`src/rtl/udp_pkg.sv`:
```
// Shared UDP TX-side definitions: scheduler state encoding and payload byte-count width.
package udp_pkg;

  localparam int UDP_BYTE_W = 16;

  typedef enum logic [2:0] {
    ST_IDLE      = 3'd0,
    ST_START     = 3'd1,
    ST_SEND      = 3'd2,
    ST_WAIT_DONE = 3'd3,
    ST_GAP       = 3'd4
  } udp_state_t;

endpackage

```
`src/rtl/sat_counter.sv`:
```
// Up-counter that stops at MAX and returns to zero whenever clr is high.
module sat_counter #(
  parameter int W   = 8,
  parameter int MAX = 255
) (
  input  logic         clk,
  input  logic         rst_n,
  input  logic         clr,
  output logic [W-1:0] cnt
);

  always_ff @(posedge clk or negedge rst_n) begin
    if (!rst_n) begin
      cnt <= '0;
    end else if (clr) begin
      cnt <= '0;
    end else if (cnt != W'(MAX)) begin
      cnt <= cnt + W'(1);
    end
  end

endmodule

```
`src/rtl/udp_fifo_rd_sched.sv`:
```
// Read-side packet scheduler: decides when the capture FIFO holds a packet worth sending,
// starts the UDP transmission and streams exactly that many words on the core's requests.
module udp_fifo_rd_sched
  import udp_pkg::*;
#(
  parameter int DATA_W    = 16,
  parameter int LVL_W     = 10,
  parameter int PKT_WORDS = 256,
  parameter int TIMEOUT   = 50000,
  parameter int GAP_CYC   = 16
) (
  input  logic                  clk,
  input  logic                  rst_n,
  input  logic                  enable,
  input  logic [LVL_W-1:0]      fifo_rd_level,
  input  logic                  fifo_empty,
  input  logic [DATA_W-1:0]     fifo_rd_data,
  output logic                  fifo_rd_en,
  output logic                  tx_start_en,
  output logic [UDP_BYTE_W-1:0] tx_byte_num,
  input  logic                  tx_req,
  output logic [DATA_W-1:0]     tx_data,
  input  logic                  tx_done,
  output logic                  busy,
  output logic [15:0]           pkt_cnt,
  output logic                  err
);

  localparam int TMR_W = $clog2(TIMEOUT + 2);
  localparam int GAP_W = $clog2(GAP_CYC + 2);
  localparam logic [LVL_W-1:0] PKT_LVL = LVL_W'(PKT_WORDS);

  udp_state_t       state, state_nxt;
  logic [LVL_W-1:0] rem;
  logic [LVL_W-1:0] n_words;
  logic [TMR_W-1:0] timer;
  logic [GAP_W-1:0] gap_cnt;
  logic             lvl_full, lvl_part, launch, req_err;

  assign lvl_full = fifo_rd_level >= PKT_LVL;
  assign lvl_part = (fifo_rd_level != '0) && !lvl_full;
  assign launch   = enable && (lvl_full || ((fifo_rd_level != '0) && (timer == TMR_W'(TIMEOUT))));
  assign n_words  = lvl_full ? PKT_LVL : fifo_rd_level;
  assign tx_data  = fifo_rd_data;

  // A request with nothing left to send, or one the FIFO cannot serve, is a protocol fault.
  assign req_err = tx_req && (((state == ST_SEND) && fifo_empty) ||
                              (state == ST_WAIT_DONE) || (state == ST_GAP));

  sat_counter #(.W(TMR_W), .MAX(TIMEOUT)) u_timer (
    .clk   (clk),
    .rst_n (rst_n),
    .clr   (!((state == ST_IDLE) && lvl_part)),
    .cnt   (timer)
  );

  sat_counter #(.W(GAP_W), .MAX(GAP_CYC)) u_gap (
    .clk   (clk),
    .rst_n (rst_n),
    .clr   (state != ST_GAP),
    .cnt   (gap_cnt)
  );

  always_ff @(posedge clk or negedge rst_n) begin
    if (!rst_n) begin
      state <= ST_IDLE;
    end else begin
      state <= state_nxt;
    end
  end

  // GAP_CYC must be at least 1; GAP lasts exactly GAP_CYC cycles.
  always_comb begin
    state_nxt   = state;
    fifo_rd_en  = 1'b0;
    tx_start_en = 1'b0;
    busy        = 1'b1;
    case (state)
      ST_IDLE: begin
        busy = 1'b0;
        if (launch) state_nxt = ST_START;
      end
      ST_START: begin
        tx_start_en = 1'b1;
        state_nxt   = ST_SEND;
      end
      ST_SEND: begin
        if (tx_req && (rem != '0) && !fifo_empty) begin
          fifo_rd_en = 1'b1;
          if (rem == LVL_W'(1)) state_nxt = ST_WAIT_DONE;
        end
      end
      ST_WAIT_DONE: begin
        if (tx_done) state_nxt = ST_GAP;
      end
      ST_GAP: begin
        if (gap_cnt == GAP_W'(GAP_CYC - 1)) state_nxt = ST_IDLE;
      end
      default: state_nxt = ST_IDLE;
    endcase
  end

  always_ff @(posedge clk or negedge rst_n) begin
    if (!rst_n) begin
      rem         <= '0;
      tx_byte_num <= '0;
      pkt_cnt     <= '0;
      err         <= 1'b0;
    end else begin
      if ((state == ST_IDLE) && launch) begin
        rem         <= n_words;
        tx_byte_num <= UDP_BYTE_W'({n_words, 1'b0});
      end else if (fifo_rd_en) begin
        rem <= rem - LVL_W'(1);
      end
      if (state == ST_START) pkt_cnt <= pkt_cnt + 16'd1;
      if (req_err) err <= 1'b1;
    end
  end

endmodule

```
`config.mk`:
```
export PLATFORM = sky130hd
export DESIGN_NAME = udp_fifo_rd_sched
export DESIGN_NICKNAME = d
export VERILOG_FILES = /design/src/rtl/udp_pkg.sv /design/src/rtl/sat_counter.sv /design/src/rtl/udp_fifo_rd_sched.sv
export SDC_FILE = /design/constraint.sdc
export NUM_CORES = 1
export LEC_CHECK = 0
export ABC_AREA = 1
export BUFFER_PORTS_ARGS = -buffer_cell sky130_fd_sc_hd__clkbuf_2
export CORE_ASPECT_RATIO = 1.2
export CORE_MARGIN = 2
export CORE_UTILIZATION = 55
export DETAILED_ROUTE_END_ITERATION = 12
export PLACE_DENSITY = 0.88
export SLEW_MARGIN = 5
export SYNTH_ARGS = -nofsm -noshare
export SYNTH_HDL_FRONTEND = slang
export SYNTH_HIERARCHICAL = 1
export SYNTH_SLANG_ARGS = --single-unit
export TNS_END_PERCENT = 100
```
`constraint.sdc`:
```
create_clock -name clk -period 2.65 [get_ports clk]
set_input_delay 0.53 -clock clk [delete_from_list [all_inputs] [get_ports clk]]
set_output_delay 0.53 -clock clk [all_outputs]
set_load 0.01 [all_outputs]
```
==> run metrics, run 1 <==
WL/cell=13.01 um; cell row count=32; I/O pin cnt=84; Critical Path Stages=7; shortest clock period the worst path allows after layout=2215 ps; basic-gate share of the synthesized area counting and, or, nand and nor cells=37.24%; count of final setup violators=0; area used by multi-input combinational logic=0.001780 mm^2; cells taking the most area after synthesis=sky130_fd_sc_hd__dfrtp_1 42%, sky130_fd_sc_hd__nand2_1 15%, sky130_fd_sc_hd__nor2_1 5.9%, sky130_fd_sc_hd__buf_4 4.5%, sky130_fd_sc_hd__inv_1 4.4%; number of cells on the worst reg-to-reg path=12; detailed-router iteration count before antenna repair=5; Synth cell types=40; Die Span X=78.49 um; combinational family with the most area after synthesis=simple AND/OR/NAND/NOR gates; Hold Fails Final Rpt=0; Worst Skew=5.277 ps; total of max-cap violations=0; starting density of the core=56.81%; most frequently used cell type in the post-synthesis netlist=sky130_fd_sc_hd__nand2_1; class of the worst hold path=primary input to async pin; number of post-CTS setup repair buffers=0; die height=93.39 um; global-route wire length before repair=13.73 mm; number of instances resized during post-cts repair=0; worst skew pair latency=340 ps; number of hold buffers added after cts=0; CP Capture Type=primary output; FMAX=451.5 MHz; fraction of layout instances using a drive strength above 1=20.20%; drt drc=0; static leakage=2.226 nW; placement-stage cell area=0.003869 mm^2; cell types with the highest counts after synthesis=144 x sky130_fd_sc_hd__nand2_1, 61 x sky130_fd_sc_hd__dfrtp_1, 58 x sky130_fd_sc_hd__nor2_1, 43 x sky130_fd_sc_hd__inv_1, 24 x sky130_fd_sc_hd__nand4_1; Bufs on Longest Clock Path=2; number of global-route vias before repair=3056; Placeable Area=0.006446 mm^2; GRT overflow=0; count of antenna-violating nets left after detailed routing=0; global-route total usage across every layer=23.54%; count of inserted antenna diode cells=0; pin count of the biggest net entering global routing=31; DIE AREA=0.007330 mm^2; EDFF count, synth=0; Adder-Cell Fraction of Synth Area=2.733%; Critical Path Fanout Max=4; CP required=2120 ps; total wirelength of the detailed-routed design=7.739 mm; CTS tree=yes; area fraction of the dominant cell type after synthesis=41.68%; flip-flop and latch area=0.001526 mm^2; Num CTS Buffers=9; async set or reset register ratio after synthesis=100.0%; fin nets=545; VDD IR max=0.0003226 V; count of input and output buffers=45; areal power density over the cells=820.9 mW/mm^2; critical path's slowest cell=sky130_fd_sc_hd__dfrtp_1; H-tree lvl count=3; result of the run=finished, final reports clean; RSZ-0062 raised after global routing=false; netlist area before placement=0.003662 mm^2; Post-Synthesis Cells=467; Yosys Warn Count=6; signal arrival time at the worst endpoint=1680 ps; fraction of synthesized area in multiplexers=0%; routed vias/inst=5.217; cell chain of the critical path=nor2_1 > nand2_1 > nor2_2 > a21oi_2 > nand2_2 > inv_1 > clkbuf_2; layout-stage area growth over the synthesis result=11.79%; post-route cell area=0.004094 mm^2; CP Buf/Inv Count=2; most used flip-flop cell after synthesis=sky130_fd_sc_hd__dfrtp_1; Largest delay share family, worst path=simple AND/OR/NAND/NOR gates; routed vias=3104; pins over their slew limit=0; Seq/Total Area, Yosys=41.68%; post-synthesis compound-gate area fraction=3.041%; post-synth top area cell=sky130_fd_sc_hd__dfrtp_1; TNS Setup=0 ps; Post-DP HPWL=5.625 mm; Yosys reg bits=61; last weighted congestion value of the routability-driven placer=0.9197; crit share post-route=83.58%; Clock Sinks=61; antenna violations before repair=0; startpoint-to-endpoint class of the critical path=flip-flop to primary output; post-synthesis share of cell area spent on xor and xnor gates=4.988%; Filler Cell Count=536; Worst-path clk slew=70 ps; DRC violation total after the first TritonRoute iteration=263; Avg Synthesized Cell Area=7.842 um^2; clock tree root driver cell=sky130_fd_sc_hd__clkbuf_8; largest stage delay on the critical path=420 ps; startpoint type of the worst setup path=flip-flop
final cells by class:
cell class,count,share of cell area [%]
flip-flops and latches,61,37.29
inverters,48,4.401
repair buffers,50,6.724
clock buffers,12,3.790
multi-input cells,335,43.49
clock inverters,4,1.711
well taps,85,2.598
worst paths after layout:
path / startpoint / end / slack [ps]
hold reg to reg: tx_byte_num[10] / tx_byte_num[10] / 470
hold / removal: rst_n / tx_byte_num[5] / 110
min in group clk: tx_req / err / 440
max in group asynchronous: rst_n / pkt_cnt[12] / 1960
setup reg to reg: u_timer/cnt[4] / rem[4] / 630
setup / recovery: rem[2] / fifo_rd_en / 440
cells by family (layout without fill, tap and decap cells):
kind of cell	count (synthesis)	in the layout
DFF	61	61
adders and majority gates	8	8
buffers and inverters	76	114
AOI/OAI and AO/OA	19	19
and+or+nand+nor	282	282
other	1	6
xor gates and xnor gates	20	20
power by group:
group | switching [mW] | leakage, nW | internal [mW] | total (mW)
Combinational | 0.722 | 1.29 | 0.399 | 1.12
Sequential | 0.184 | 0.819 | 1.11 | 1.30
Clock | 0.365 | 0.116 | 0.578 | 0.943
Total | 1.27 | 2.23 | 2.09 | 3.36
placed cells by master (no fill, tap or decap), types with 2 or more instances in the layout:
cell type                   Yosys  routed
sky130_fd_sc_hd__nand3_1       18      18
sky130_fd_sc_hd__buf_4         22       4
sky130_fd_sc_hd__ha_1           8       8
sky130_fd_sc_hd__nand2_1      144     144
sky130_fd_sc_hd__nand2_4        2       2
sky130_fd_sc_hd__o21ai_0        4       4
sky130_fd_sc_hd__clkbuf_2       0      45
sky130_fd_sc_hd__xnor2_1        8       8
sky130_fd_sc_hd__dfrtp_1       61      61
sky130_fd_sc_hd__nand3_2        4       4
sky130_fd_sc_hd__conb_1         1       6
sky130_fd_sc_hd__nand4_1       24      24
sky130_fd_sc_hd__and2_1         2       2
sky130_fd_sc_hd__nand3_4        2       2
sky130_fd_sc_hd__nor2_1        58      58
sky130_fd_sc_hd__a21oi_1        7       7
sky130_fd_sc_hd__bufinv_16      0       2
sky130_fd_sc_hd__nor3_1         2       2
sky130_fd_sc_hd__nor2_2         6       6
sky130_fd_sc_hd__inv_1         43      43
sky130_fd_sc_hd__xor2_1        11      11
sky130_fd_sc_hd__inv_2          4       4
sky130_fd_sc_hd__nor2_4         7       7
sky130_fd_sc_hd__clkinv_2       0       2
sky130_fd_sc_hd__o21ai_1        2       2
sky130_fd_sc_hd__clkbuf_8       0      11
sky130_fd_sc_hd__nand3b_1       2       2
sky130_fd_sc_hd__nand2_2        5       5
sequential cells by signal (all words and copies together), names as in the netlist:
register,flops
tx_byte_num,10
state,3
u_gap/cnt,5
u_timer/cnt,16
err,1
pkt_cnt,16
rem,10
stage by stage:
stage / worst slack, ps / hold slack (ps) / instances / utilization (%) / power, mW
floorplan: 955.5 / 234.4 / 472 / - / 2.099
global placement: 693.9 / 447.5 / 579 / 60.02 / 2.365
detailed placement: 589.7 / 460.9 / 579 / 60.02 / 2.413
CTS: 464.8 / 115.7 / 595 / 63.51 / 3.369
global route: 353.6 / 137.9 / 595 / 63.51 / 3.606
finish: 435.2 / 110.0 / 595 / 63.51 / 3.361
layer usage:
layer	track usage, %	up-vias	share of wire, %
met1	27.80	1467	40
met2	42.10	99	54
met3	3.089	16	4.2
met5	0	-	0
li1	-	1522	-
met4	11.40	0	2.1
No activity file was read; power rests on OpenSTA's default activity.
==> run 2, diff against run 1 <==
CORE_UTILIZATION = 49   (was 55)
PLACE_DENSITY = 0.83   (was 0.88)
clock period = 2 ns   (was 2.65 ns; I/O delays follow)
==> run metrics, run 2 (synthesized netlist as in run 1, its figures left out) <==
H-tree lvl count=3; Bufs on Longest Clock Path=2; count of input and output buffers=45; Filler Cell Count=633; VDD IR max=0.0006447 V; pin count of the biggest net entering global routing=62; FMAX=524.1 MHz; Setup Slack @ Placement=293.4 ps; fraction of layout instances using a drive strength above 1=21.83%; cell row count=34; GRT overflow=0; Die Span X=82.92 um; Placeable Area=0.007232 mm^2; CP Buf/Inv Count=3; startpoint type of the worst setup path=flip-flop; Num CTS Buffers=9; layout-stage area growth over the synthesis result=14.14%; startpoint-to-endpoint class of the critical path=flip-flop to primary output; Largest delay share family, worst path=flip-flops; reg-to-reg critical path endpoint=rem[7]; routed vias=3149; most frequent cells in the layout=144 x sky130_fd_sc_hd__nand2_1, 60 x sky130_fd_sc_hd__dfrtp_1, 55 x sky130_fd_sc_hd__nor2_1, 45 x sky130_fd_sc_hd__clkbuf_2, 41 x sky130_fd_sc_hd__inv_1; DIE AREA=0.008185 mm^2; count of inserted antenna diode cells=0; Finished Layout Cells=603; CP Capture Type=primary output; worst skew pair latency=350 ps; areal power density over the cells=1141 mW/mm^2; CP required=1600 ps; Critical Path Fanout Max=4; die height=98.71 um; number of global-route vias before repair=3133; global-route wire length before repair=13.54 mm; worst hold-check slack=57.67 ps; clock tree root driver cell=sky130_fd_sc_hd__clkbuf_8; Design Power=4.769 mW; WL/cell=13.03 um; CTS tree=yes; crit share post-route=95.40%; number of cells on the worst reg-to-reg path=11; area used by multi-input combinational logic=0.001793 mm^2; Post-DP HPWL=5.655 mm; critical path's slowest cell=sky130_fd_sc_hd__dfrtp_1; RSZ-0062 raised after global routing=false; Hold Fails Final Rpt=0; DRC violation total after the first TritonRoute iteration=229; shortest clock period the worst path allows after layout=1908 ps; pins over their slew limit=0; final setup slack of the worst path=91.96 ps; start of the worst register-to-register path=u_timer/cnt[11]; static leakage=2.257 nW; count of antenna-violating nets left after detailed routing=0; result of the run=finished, final reports clean; last weighted congestion value of the routability-driven placer=0.8586; largest registers=pkt_cnt: 16 flops, u_timer/cnt: 16 flops; Clock Sinks=61; fin nets=549; cell chain of the critical path=inv_1 > ha_1 > a21oi_2 > nand2_2 > inv_1 > clkbuf_2; flip-flop and latch area=0.001528 mm^2; global-route total usage across every layer=20.25%; TNS Setup=0 ps; Worst R2R Setup Slack=270 ps; Worst Skew=13.34 ps; starting density of the core=50.64%; commonest non-fill, non-tap cell in the layout=sky130_fd_sc_hd__nand2_1; total wirelength of the detailed-routed design=7.857 mm; Cell Count Post-Placement=584; cell repeated most along the worst path=sky130_fd_sc_hd__inv_1; number of hold buffers added after cts=0; count of final setup violators=0; drt drc=0; I/O pin cnt=84; detailed-router iteration count before antenna repair=5; largest stage delay on the critical path=360 ps; routed vias/inst=5.222; antenna violations before repair=0; Worst-path clk slew=70 ps; class of the worst hold path=primary input to async pin; total of max-cap violations=0; signal arrival time at the worst endpoint=1510 ps
-- run 2: cell types whose count changed in the layout (fill, tap and decap cells not counted), sizes merged --
cell | before | now
buf | 5 | 9
clkbuf | 57 | 56
clkinv | 3 | 1
bufinv | 2 | 4
-- run 2: final cells by class --
class | instances | area share (%)
Clock inverter | 4 | 2.873
Timing Repair Buffer | 54 | 7.303
Tap cell | 90 | 2.694
Clock buffer | 11 | 3.382
Inverter | 48 | 4.310
Sequential cell | 61 | 36.55
Multi-Input combinational cell | 335 | 42.89
-- run 2: worst max path at each step --
stage / from / endpoint / slack [ps] / cells after the start
floorplan: state[0] / u_timer/cnt[3] / 310 / 9
global placement: rem[2] / fifo_rd_en / 360 / 7
detailed placement: state[0] / u_timer/cnt[3] / 290 / 7
CTS: state[0] / fifo_rd_en / 10 / 6
global route: rem[4] / fifo_rd_en / 5 / 7
finish: rem[0] / fifo_rd_en / 90 / 6
-- run 2: stage by stage --
| step | instance area (um^2) | utilization (%) |
|---|---|---|
| CTS | 4146 | 57.34 |
| detailed placement | 3875 | 53.58 |
| global placement | 3875 | 53.58 |
| finish | 4180 | 57.80 |
| global route | 4180 | 57.80 |
| floorplan | 3681 | - |
-- run 2: per-layer routing --
layer	GRT usage, %	wire length (um)	vias to the layer above
met3	4.606	495	18
li1	-	-	1533
met1	22.68	3099	1473
met2	36.60	4064	125
met5	0	0	-
met4	9.079	197	0
-- run 2: power by group --
| group | internal [mW] | switching, mW | total, mW |
|---|---|---|---|
| Clock | 0.982 | 0.488 | 1.47 |
| Sequential | 1.48 | 0.255 | 1.73 |
| Combinational | 0.576 | 0.992 | 1.57 |
-- run 2: timing repair --
action,in CTS,in global routing
buffers inserted,1,3
resized for setup,1,6
setup endpoints to repair,1,1
pin swaps,0,3
==> run 3, diff against run 2 <==
==> constraint.sdc (replaced) <==
create_clock -name clk -period 2 [get_ports clk]
set_input_delay 0.3 -clock clk [delete_from_list [all_inputs] [get_ports clk]]
set_output_delay 0.3 -clock clk [all_outputs]
set_load 0.01 [all_outputs]
==> run metrics, run 3 (synthesized netlist as in run 1, its figures left out) <==
VDD IR max=0.0005710 V; I/O pin cnt=84; startpoint type of the worst setup path=flip-flop; total of max-cap violations=0; starting density of the core=50.64%; clock tree root driver cell=sky130_fd_sc_hd__clkbuf_8; layout-stage area growth over the synthesis result=12.81%; CP required=1700 ps; global-route wire length before repair=13.14 mm; pin count of the biggest net entering global routing=62; count of input and output buffers=45; H-tree lvl count=3; count of antenna-violating nets left after detailed routing=0; routed vias=3096; die height=98.71 um; areal power density over the cells=1077 mW/mm^2; crit share post-route=95.08%; class of the worst hold path=primary input to flip-flop; DIE AREA=0.008185 mm^2; Critical Path Fanout Max=4; Hold Fails Final Rpt=0; number of global-route vias before repair=2978; static leakage=2.237 nW; cell row count=34; most frequent cells in the layout=144 x sky130_fd_sc_hd__nand2_1, 61 x sky130_fd_sc_hd__dfrtp_1, 57 x sky130_fd_sc_hd__nor2_1, 45 x sky130_fd_sc_hd__clkbuf_2, 43 x sky130_fd_sc_hd__inv_1; result of the run=finished, final reports clean; pins over their slew limit=0; antenna violations before repair=0; Clock Sinks=61; total wirelength of the detailed-routed design=7.541 mm; largest registers=pkt_cnt: 16 flops, u_timer/cnt: 16 flops; signal arrival time at the worst endpoint=1600 ps; routed vias/inst=5.143; RSZ-0062 raised after global routing=false; detailed-router iteration count before antenna repair=5; CP Capture Type=primary output; worst skew pair latency=350 ps; Placeable Area=0.007232 mm^2; drt drc=0; last weighted congestion value of the routability-driven placer=0.8735; GRT overflow=0; commonest non-fill, non-tap cell in the layout=sky130_fd_sc_hd__nand2_1; startpoint-to-endpoint class of the critical path=flip-flop to primary output; Worst-path clk slew=70 ps; Bufs on Longest Clock Path=2; Post-DP HPWL=5.543 mm; CTS tree=yes; fraction of layout instances using a drive strength above 1=20.70%; Design Power=4.451 mW; FMAX=525.8 MHz; TNS Setup=0 ps; count of inserted antenna diode cells=0; global-route total usage across every layer=19.70%; count of final setup violators=0; Die Span X=82.92 um; shortest clock period the worst path allows after layout=1902 ps; WL/cell=12.53 um; DRC violation total after the first TritonRoute iteration=206; Worst Skew=12.06 ps; Num CTS Buffers=9; Filler Cell Count=633; fin nets=547
==> run 3: final cells by class <==
class | count | area, um^2 | share of cell area (%)
clock buffer | 10 | 137.6 | 3.331
clock inverter | 6 | 86.33 | 2.090
inverter | 48 | 180.2 | 4.361
multi-input combinational | 335 | 1783 | 43.16
sequential | 61 | 1526 | 36.95
tap | 90 | 112.6 | 2.726
timing repair buffer | 52 | 305.3 | 7.389
==> run 3: worst paths after layout <==
path	startpoint	to	slack [ps]	cells past startpoint
min	tx_req	err	180	3
max reg2reg	u_timer/cnt[4]	rem[5]	260	11
max	rem[2]	fifo_rd_en	100	7
min reg2reg	tx_byte_num[10]	tx_byte_num[10]	460	2
max in group asynchronous	rst_n	u_timer/cnt[3]	1230	3
min in group asynchronous	rst_n	rem[6]	490	3
==> run 3: routing by layer <==
| layer | vias up | GRT usage [%] | share of wire [%] |
|---|---|---|---|
| li1 | 1524 | - | - |
| met1 | 1467 | 22.11 | 41 |
| met2 | 90 | 34.74 | 52 |
| met3 | 15 | 5.863 | 5.3 |
| met4 | 0 | 8.449 | 2.0 |
| met5 | - | 0 | 0 |
==> run 3: stage by stage <==
stage	cells	util [%]	instance area, um^2	setup WS, ps	hold WS, ps
global placement	584	53.75	3887	359.3	339.0
global route	602	57.13	4131	4.088	204.2
floorplan	472	-	3681	305.5	4.409
detailed placement	584	53.75	3887	266.7	339.0
CTS	601	56.99	4121	36.40	179.1
finish	602	57.13	4131	98.31	183.3
==> run 3: power breakdown <==
part	total [mW]	switching [mW]	internal, mW	leakage, nW
Clock	1.23	0.500	0.733	0.112
Sequential	1.72	0.242	1.47	0.819
Combinational	1.50	0.952	0.550	1.31
==> run 3: timing repair <==
action / 4_1_cts / 5_1_grt
buffers inserted: 0 / 1
hold buffers: 1 / 0
setup endpoints to repair: 0 / 1
gates resized for setup: 0 / 1
endpoints found under the hold margin: 61 / 0
==> run 3: critical path, cell delays in order (launching register included) <==
cell                       delay [ps]
sky130_fd_sc_hd__dfrtp_1          430
sky130_fd_sc_hd__nor2_2           210
sky130_fd_sc_hd__nand2_1           90
sky130_fd_sc_hd__nor2_2           130
sky130_fd_sc_hd__a21oi_2           90
sky130_fd_sc_hd__nand2_2          100
sky130_fd_sc_hd__inv_1             70
sky130_fd_sc_hd__clkbuf_2         130
